`config.mk`:
```
export PLATFORM = sky130hd
export DESIGN_NAME = id_ex_fwd_stage
export DESIGN_NICKNAME = d
export VERILOG_FILES = /design/src/rtl/pipe_pkg.sv /design/src/rtl/fwd_operand_mux.sv /design/src/rtl/id_ex_fwd_stage.sv
export SDC_FILE = /design/constraint.sdc
export NUM_CORES = 1
export LEC_CHECK = 0
export ABC_AREA = 0
export BUFFER_PORTS_ARGS = -buffer_cell sky130_fd_sc_hd__buf_2
export CAP_MARGIN = 10
export CORE_AREA = 5 5 176 178
export CTS_CLUSTER_SIZE = 30
export DETAILED_ROUTE_END_ITERATION = 6
export DIE_AREA = 0 0 181 183
export PLACE_DENSITY = 0.64
export SETUP_SLACK_MARGIN = 0.1
export SLEW_MARGIN = 10
export SYNTH_ARGS = -nofsm -noshare
export SYNTH_HDL_FRONTEND = slang
export SYNTH_SLANG_ARGS = --single-unit
```
`constraint.sdc`:
```
create_clock -name clk_cpu -period 2.25 [get_ports clk_cpu]
set_clock_uncertainty 0.1 [all_clocks]
set_input_delay 0.45 -clock clk_cpu [delete_from_list [all_inputs] [get_ports clk_cpu]]
set_output_delay 0.45 -clock clk_cpu [all_outputs]
set_load 0.01 [all_outputs]
```
`src/rtl/pipe_pkg.sv`:
```
// Shared definitions for the ID/EX pipeline slice: reset PC, default widths,
// forwarding select encoding and control-bundle field offsets.
package pipe_pkg;

  localparam int          XLEN_DEF   = 32;
  localparam logic [31:0] PC_RST_VAL = 32'hFFFF_FFFC;

  // Select value that picks the register-file read data instead of a bypass.
  localparam int FWD_RF = 0;

  // Field offsets inside the opaque control bundle (decoder and EX agree on these).
  localparam int CTRL_ALU_SEL_LSB = 0;
  localparam int CTRL_ALU_SEL_W   = 4;
  localparam int CTRL_WD_SEL_LSB  = 4;
  localparam int CTRL_WD_SEL_W    = 2;
  localparam int CTRL_BRANCH_BIT  = 6;
  localparam int CTRL_DRAM_WE_BIT = 7;
  localparam int CTRL_RS2_SEL_BIT = 8;

  // Select width needed to encode "register file" plus num_fwd bypass sources.
  function automatic int sel_width(input int num_fwd);
    return $clog2(num_fwd + 1);
  endfunction

endpackage

```
`src/rtl/fwd_operand_mux.sv`:
```
// One operand channel of the forwarding network: picks the register-file value
// or one bypass source, and flags select codes that name no source.
module fwd_operand_mux
  import pipe_pkg::*;
#(
  parameter int XLEN    = XLEN_DEF,
  parameter int NUM_FWD = 4,
  parameter int SEL_W   = sel_width(NUM_FWD)
) (
  input  logic [XLEN-1:0]         rs_data,
  input  logic [NUM_FWD*XLEN-1:0] fwd_data,
  input  logic [SEL_W-1:0]        sel,
  output logic [XLEN-1:0]         operand,
  output logic                    sel_err
);

  // Out-of-range codes fall back to the register file so EX still sees a sane value.
  always_comb begin
    operand = rs_data;
    sel_err = 1'b0;
    if (sel != SEL_W'(FWD_RF)) begin
      if (sel > SEL_W'(NUM_FWD)) begin
        sel_err = 1'b1;
      end else begin
        for (int j = 0; j < NUM_FWD; j++) begin
          if (sel == SEL_W'(j + 1)) operand = fwd_data[j*XLEN +: XLEN];
        end
      end
    end
  end

endmodule

```
`src/rtl/id_ex_fwd_stage.sv`:
```
// ID/EX pipeline register with valid/ready handshake. Operand forwarding is
// resolved when the instruction is captured, so EX only sees final operands.
module id_ex_fwd_stage
  import pipe_pkg::*;
#(
  parameter int              XLEN    = XLEN_DEF,
  parameter int              NUM_OPS = 2,
  parameter int              NUM_FWD = 4,
  parameter int              CTRL_W  = 16,
  parameter int              RD_W    = 5,
  parameter int              CNT_W   = 16,
  parameter logic [XLEN-1:0] PC_RST  = XLEN'(PC_RST_VAL),
  localparam int             SEL_W   = sel_width(NUM_FWD)
) (
  input  logic                      clk_cpu,
  input  logic                      rst_cpu,
  input  logic                      in_valid,
  output logic                      in_ready,
  input  logic [XLEN-1:0]           in_pc,
  input  logic [CTRL_W-1:0]         in_ctrl,
  input  logic [RD_W-1:0]           in_rd,
  input  logic                      in_rd_we,
  input  logic [XLEN-1:0]           in_imm,
  input  logic [NUM_OPS*XLEN-1:0]   in_rs_data,
  input  logic [NUM_OPS*SEL_W-1:0]  in_fwd_sel,
  input  logic [NUM_FWD*XLEN-1:0]   fwd_data,
  input  logic                      flush,
  output logic                      out_valid,
  input  logic                      out_ready,
  output logic [XLEN-1:0]           out_pc,
  output logic [CTRL_W-1:0]         out_ctrl,
  output logic [RD_W-1:0]           out_rd,
  output logic                      out_rd_we,
  output logic [XLEN-1:0]           out_imm,
  output logic [NUM_OPS*XLEN-1:0]   out_op,
  output logic                      out_flushed,
  output logic                      fwd_err,
  output logic [CNT_W-1:0]          bubble_cnt
);

  logic                    valid_reg;
  logic [XLEN-1:0]         pc_reg;
  logic [CTRL_W-1:0]       ctrl_reg;
  logic [RD_W-1:0]         rd_reg;
  logic                    rd_we_reg;
  logic [XLEN-1:0]         imm_reg;
  logic [NUM_OPS*XLEN-1:0] op_reg;
  logic                    flushed_reg;
  logic                    err_reg;
  logic [CNT_W-1:0]        bubble_reg;

  logic [NUM_OPS*XLEN-1:0] op_next;
  logic [NUM_OPS-1:0]      sel_err_vec;
  logic                    stall;
  logic                    load;
  logic                    drain;

  genvar gi;
  generate
    for (gi = 0; gi < NUM_OPS; gi++) begin : g_op
      fwd_operand_mux #(
        .XLEN    (XLEN),
        .NUM_FWD (NUM_FWD),
        .SEL_W   (SEL_W)
      ) u_mux (
        .rs_data  (in_rs_data[gi*XLEN +: XLEN]),
        .fwd_data (fwd_data),
        .sel      (in_fwd_sel[gi*SEL_W +: SEL_W]),
        .operand  (op_next[gi*XLEN +: XLEN]),
        .sel_err  (sel_err_vec[gi])
      );
    end
  endgenerate

  assign in_ready = !valid_reg || out_ready;
  assign stall    = valid_reg && !out_ready;
  assign load     = in_valid && in_ready && !flush;
  assign drain    = in_ready && !in_valid && !flush;

  // Stage state, priority reset > flush > stall > load > drain.
  always_ff @(posedge clk_cpu) begin
    if (rst_cpu) begin
      valid_reg   <= 1'b0;
      pc_reg      <= PC_RST;
      ctrl_reg    <= '0;
      rd_reg      <= '0;
      rd_we_reg   <= 1'b0;
      imm_reg     <= '0;
      op_reg      <= '0;
      flushed_reg <= 1'b0;
      err_reg     <= 1'b0;
      bubble_reg  <= '0;
    end else begin
      flushed_reg <= flush;
      if (flush) begin
        valid_reg <= 1'b0;
        pc_reg    <= PC_RST;
        ctrl_reg  <= '0;
        rd_reg    <= '0;
        rd_we_reg <= 1'b0;
        imm_reg   <= '0;
        op_reg    <= '0;
      end else if (stall) begin
        valid_reg <= valid_reg;
      end else if (load) begin
        valid_reg <= 1'b1;
        pc_reg    <= in_pc;
        ctrl_reg  <= in_ctrl;
        rd_reg    <= in_rd;
        // Writes to x0 are dropped here so later stages never need to check.
        rd_we_reg <= in_rd_we && (in_rd != '0);
        imm_reg   <= in_imm;
        op_reg    <= op_next;
        if (|sel_err_vec) err_reg <= 1'b1;
      end else if (drain) begin
        // Kill control so EX treats the stale payload as a NOP.
        valid_reg <= 1'b0;
        ctrl_reg  <= '0;
        rd_we_reg <= 1'b0;
        if (bubble_reg != '1) bubble_reg <= bubble_reg + 1'b1;
      end
    end
  end

  assign out_valid   = valid_reg;
  assign out_pc      = pc_reg;
  assign out_ctrl    = ctrl_reg;
  assign out_rd      = rd_reg;
  assign out_rd_we   = rd_we_reg;
  assign out_imm     = imm_reg;
  assign out_op      = op_reg;
  assign out_flushed = flushed_reg;
  assign fwd_err     = err_reg;
  assign bubble_cnt  = bubble_reg;

endmodule

```
==> metrics.md <==
| Metric | Value |
|---|---|
| Final WS setup | `0.247 ns` |
| Die height | `183 microns` |
| Mean post-synth cell area | `8.14 sq um` |
| FF+latch count, synth | `169` |
| Fmax | `0.499 GHz` |
| Setup TNS | `0 ns` |
| Critical Path Slowest Stage Cell | `dfxtp_1` |
| Total GRT Usage | `21.1%` |
| Nets@finish | `1812` |
| Ys Warns | `0` |
| Unrepaired setup endpoints after global routing | `true` |
| Hpwl dp | `27900 microns` |
| CP Capture Type | `primary output` |
| Worst path arrival time | `1.45 ns` |
| Via total after detailed routing | `10100` |
| Worst Path Max Fanout | `6` |
| Grt ovf | `0` |
| First-pass GRT wire length | `55900 microns` |
| Tightest Hold Check Type | `in2reg` |
| Initial Util | `30.6%` |
| Hold Slack | `0.132 ns` |
| WP data required | `1.70 ns` |
| Die ar. | `0.0331 sq mm` |
| CTS clock-pin slew for the worst setup and hold paths | `0.07 ns` |
| 1st-pass router iterations | `5` |
| Post-synth cell types | `37` |
| CTS Sinks | `169` |
| Pwr Total | `0.00761 W` |
| Most common cell after layout, fill and taps aside | `buf_2` |
| Power Density | `609 mW/mm^2` |
| GPL Wtd Cong | `0.934` |
| Maximum vdd ir drop | `0.473 mV` |
| Reg-to-Reg Start | `bubble_cnt[4]` |
| Critical path class | `reg2out` |
| Synth-to-layout area growth | `39.7%` |
| Fin. Hold Viols | `0` |
| TritonCTS clock tree | `yes` |
| Routed WL per cell | `19.0 microns` |
| Relative slew margins | `54.7%` |
| Clock period minus worst slack | `2.00 ns` |
| Largest net degree at the start of global routing | `75` |
| Vias in the first global route | `9900` |
| Syn_nets | `1389` |
| Hold_sp | `in_pc[4]` |
| Hold_buf cts | `0` |
| Post-route DRC | `0` |
| Layout cells sized above 1 | `40.4%` |
| Row count | `63` |
| IO buf count | `458` |
| Initial antenna violation count | `10` |
| CORE AREA | `0.0292 sq mm` |
| CTS Buffer Depth | `2` |
| Post-route ant nets | `0` |
| Buf/Inv on CP | `3` |
| Clock latency on the worst-skew pair | `0.42 ns` |
| Cell family with the largest share of critical-path delay | `buffers and inverters` |
| LEAKAGE | `5.83 nW` |
| Fin crit share | `89.0%` |
| Final WL | `36700 microns` |
| H-tree lvl count | `4` |
| Max_cap viols | `0` |
| Least-Margin Pin Slew | `0.673 ns` |
| Delay of the slowest critical-path stage | `0.34 ns` |
| Post-synth EDFFs | `0` |
| Die Span X | `181 microns` |
| Gate Count Post-Synth | `1099` |
| Crit-path cells | `nor2b_4 -> clkinv_2 -> buf_4 -> buf_2` |
| Fin. max-slew vios | `0` |
| Async SR Flop Fraction | `0%` |
| Area of the mapped netlist | `0.00895 sq mm` |
| Final setup fails | `0` |
| CTS Root Cell | `clkbuf_16` |
| Pre-CTS setup slack | `-0.0215 ns` |
| Io pins | `459` |
| Critical path startpoint | `out_valid` |
| Startpoint types | `flop` |
| Total CTS buffers | `17` |
| Status | `completed` |
| Post-synthesis sequential area ratio | `37.8%` |
| Synth Flop Type | `dfxtp_1` |
| Vias per std cell | `5.21` |
| Commonest cells after routing, fill and taps aside | `buf_2, nand2_1, dfxtp_1, nand3_1, nor2_1` |
| Fill cells | `2995` |
| Initial DRC Count | `582` |
==> final timing paths <==
kind	to	slack [ns]	cells after the start
worst max-delay path	in_ready	0.25	4
worst min-delay path	out_pc[4]	0.13	3
worst max register to register	bubble_cnt[11]	0.25	5
worst min register to register	out_imm[8]	0.35	2
==> state kept, by name (all words and copies together), names as in the netlist <==
signal / flops
out_op: 64
out_imm: 32
out_pc: 32
bubble_cnt: 16
out_ctrl: 16
out_rd: 5
fwd_err: 1
out_flushed: 1
out_rd_we: 1
out_valid: 1
==> power by group <==
| part | switching, W | internal (W) | total, W |
|---|---|---|---|
| registers | 0.0000425 | 0.00307 | 0.00311 |
| clock network | 0.00136 | 0.00181 | 0.00317 |
| logic | 0.000710 | 0.000623 | 0.00133 |
| total | 0.00211 | 0.00550 | 0.00761 |
==> cells in the mapped netlist (5+ instances only) <==
library cell | number | area, sq um
a21oi_1 | 64 | 320
and3_1 | 67 | 419
buf_2 | 6 | 30.0
clkbuf_1 | 85 | 319
dfxtp_1 | 169 | 3380
inv_1 | 5 | 18.8
mux4_2 | 64 | 1440
nand2_1 | 293 | 1100
nand3_1 | 101 | 505
nor2_1 | 95 | 357
nor3_1 | 23 | 115
nor4_1 | 8 | 50.1
o31ai_1 | 69 | 518
or2_2 | 5 | 31.3
or4_1 | 5 | 37.5
==> stage by stage <==
| stage | instances | area, sq um | utilization (%) |
|---|---|---|---|
| 2_1_floorplan | 1099 | 8960 | - |
| 6_report | 1934 | 12500 | 42.7 |
| 3_5_place_dp | 1892 | 11800 | 40.5 |
| 5_1_grt | 1933 | 12500 | 42.7 |
| 3_3_place_gp | 1892 | 11800 | 40.5 |
| 4_1_cts | 1924 | 12500 | 42.6 |
==> area by class of cell <==
type | instances | area (sq um) | area share, %
sequential | 169 | 3380 | 27.1
clock inverter | 14 | 184 | 1.47
inverter | 6 | 23.8 | 0.190
timing repair buffer | 503 | 2770 | 22.1
multi-input combinational | 825 | 5190 | 41.5
antenna | 9 | 22.5 | 0.180
clock buffer | 18 | 439 | 3.51
tap | 390 | 488 | 3.90
==> what timing repair did <==
| item | CTS | global route |
|---|---|---|
| pin swaps | 0 | 1 |
| buffers inserted | 0 | 1 |
| endpoints found under the setup margin | 1 | 2 |
| resized for setup | 2 | 1 |
==> worst register-to-register path: cells and delay by family (launching register included) <==
| kind | cells | cell delay (ns) |
|---|---|---|
| and+or+nand+nor | 3 | 0.70 |
| buffers and inverters | 1 | 0.18 |
| DFF | 1 | 0.44 |
| AOI/OAI and AO/OA | 1 | 0.46 |
==> per-layer routing <==
layer,share of wire (%),vias to the layer above,GRT usage (%)
li1,-,4746,-
met1,38,4679,25.0
met2,48,574,35.9
met3,8.9,81,5.26
met4,4.6,4,10.4
met5,0.073,-,0
==> kinds of logic (layout without fill, tap and decap cells) <==
kind of cell / Yosys count / in the layout / synth area share [%]
other: 0 / 9 / 0
AO/OA/AOI/OAI: 144 / 144 / 10.3
AND/OR/NAND/NOR: 612 / 612 / 30.5
flip-flops: 169 / 169 / 37.8
buffers and inverters: 105 / 541 / 4.63
multiplexers: 68 / 68 / 16.6
adder cells (fa/ha/maj): 1 / 1 / 0.140
Note: power is estimated with default switching activity, not from simulation.
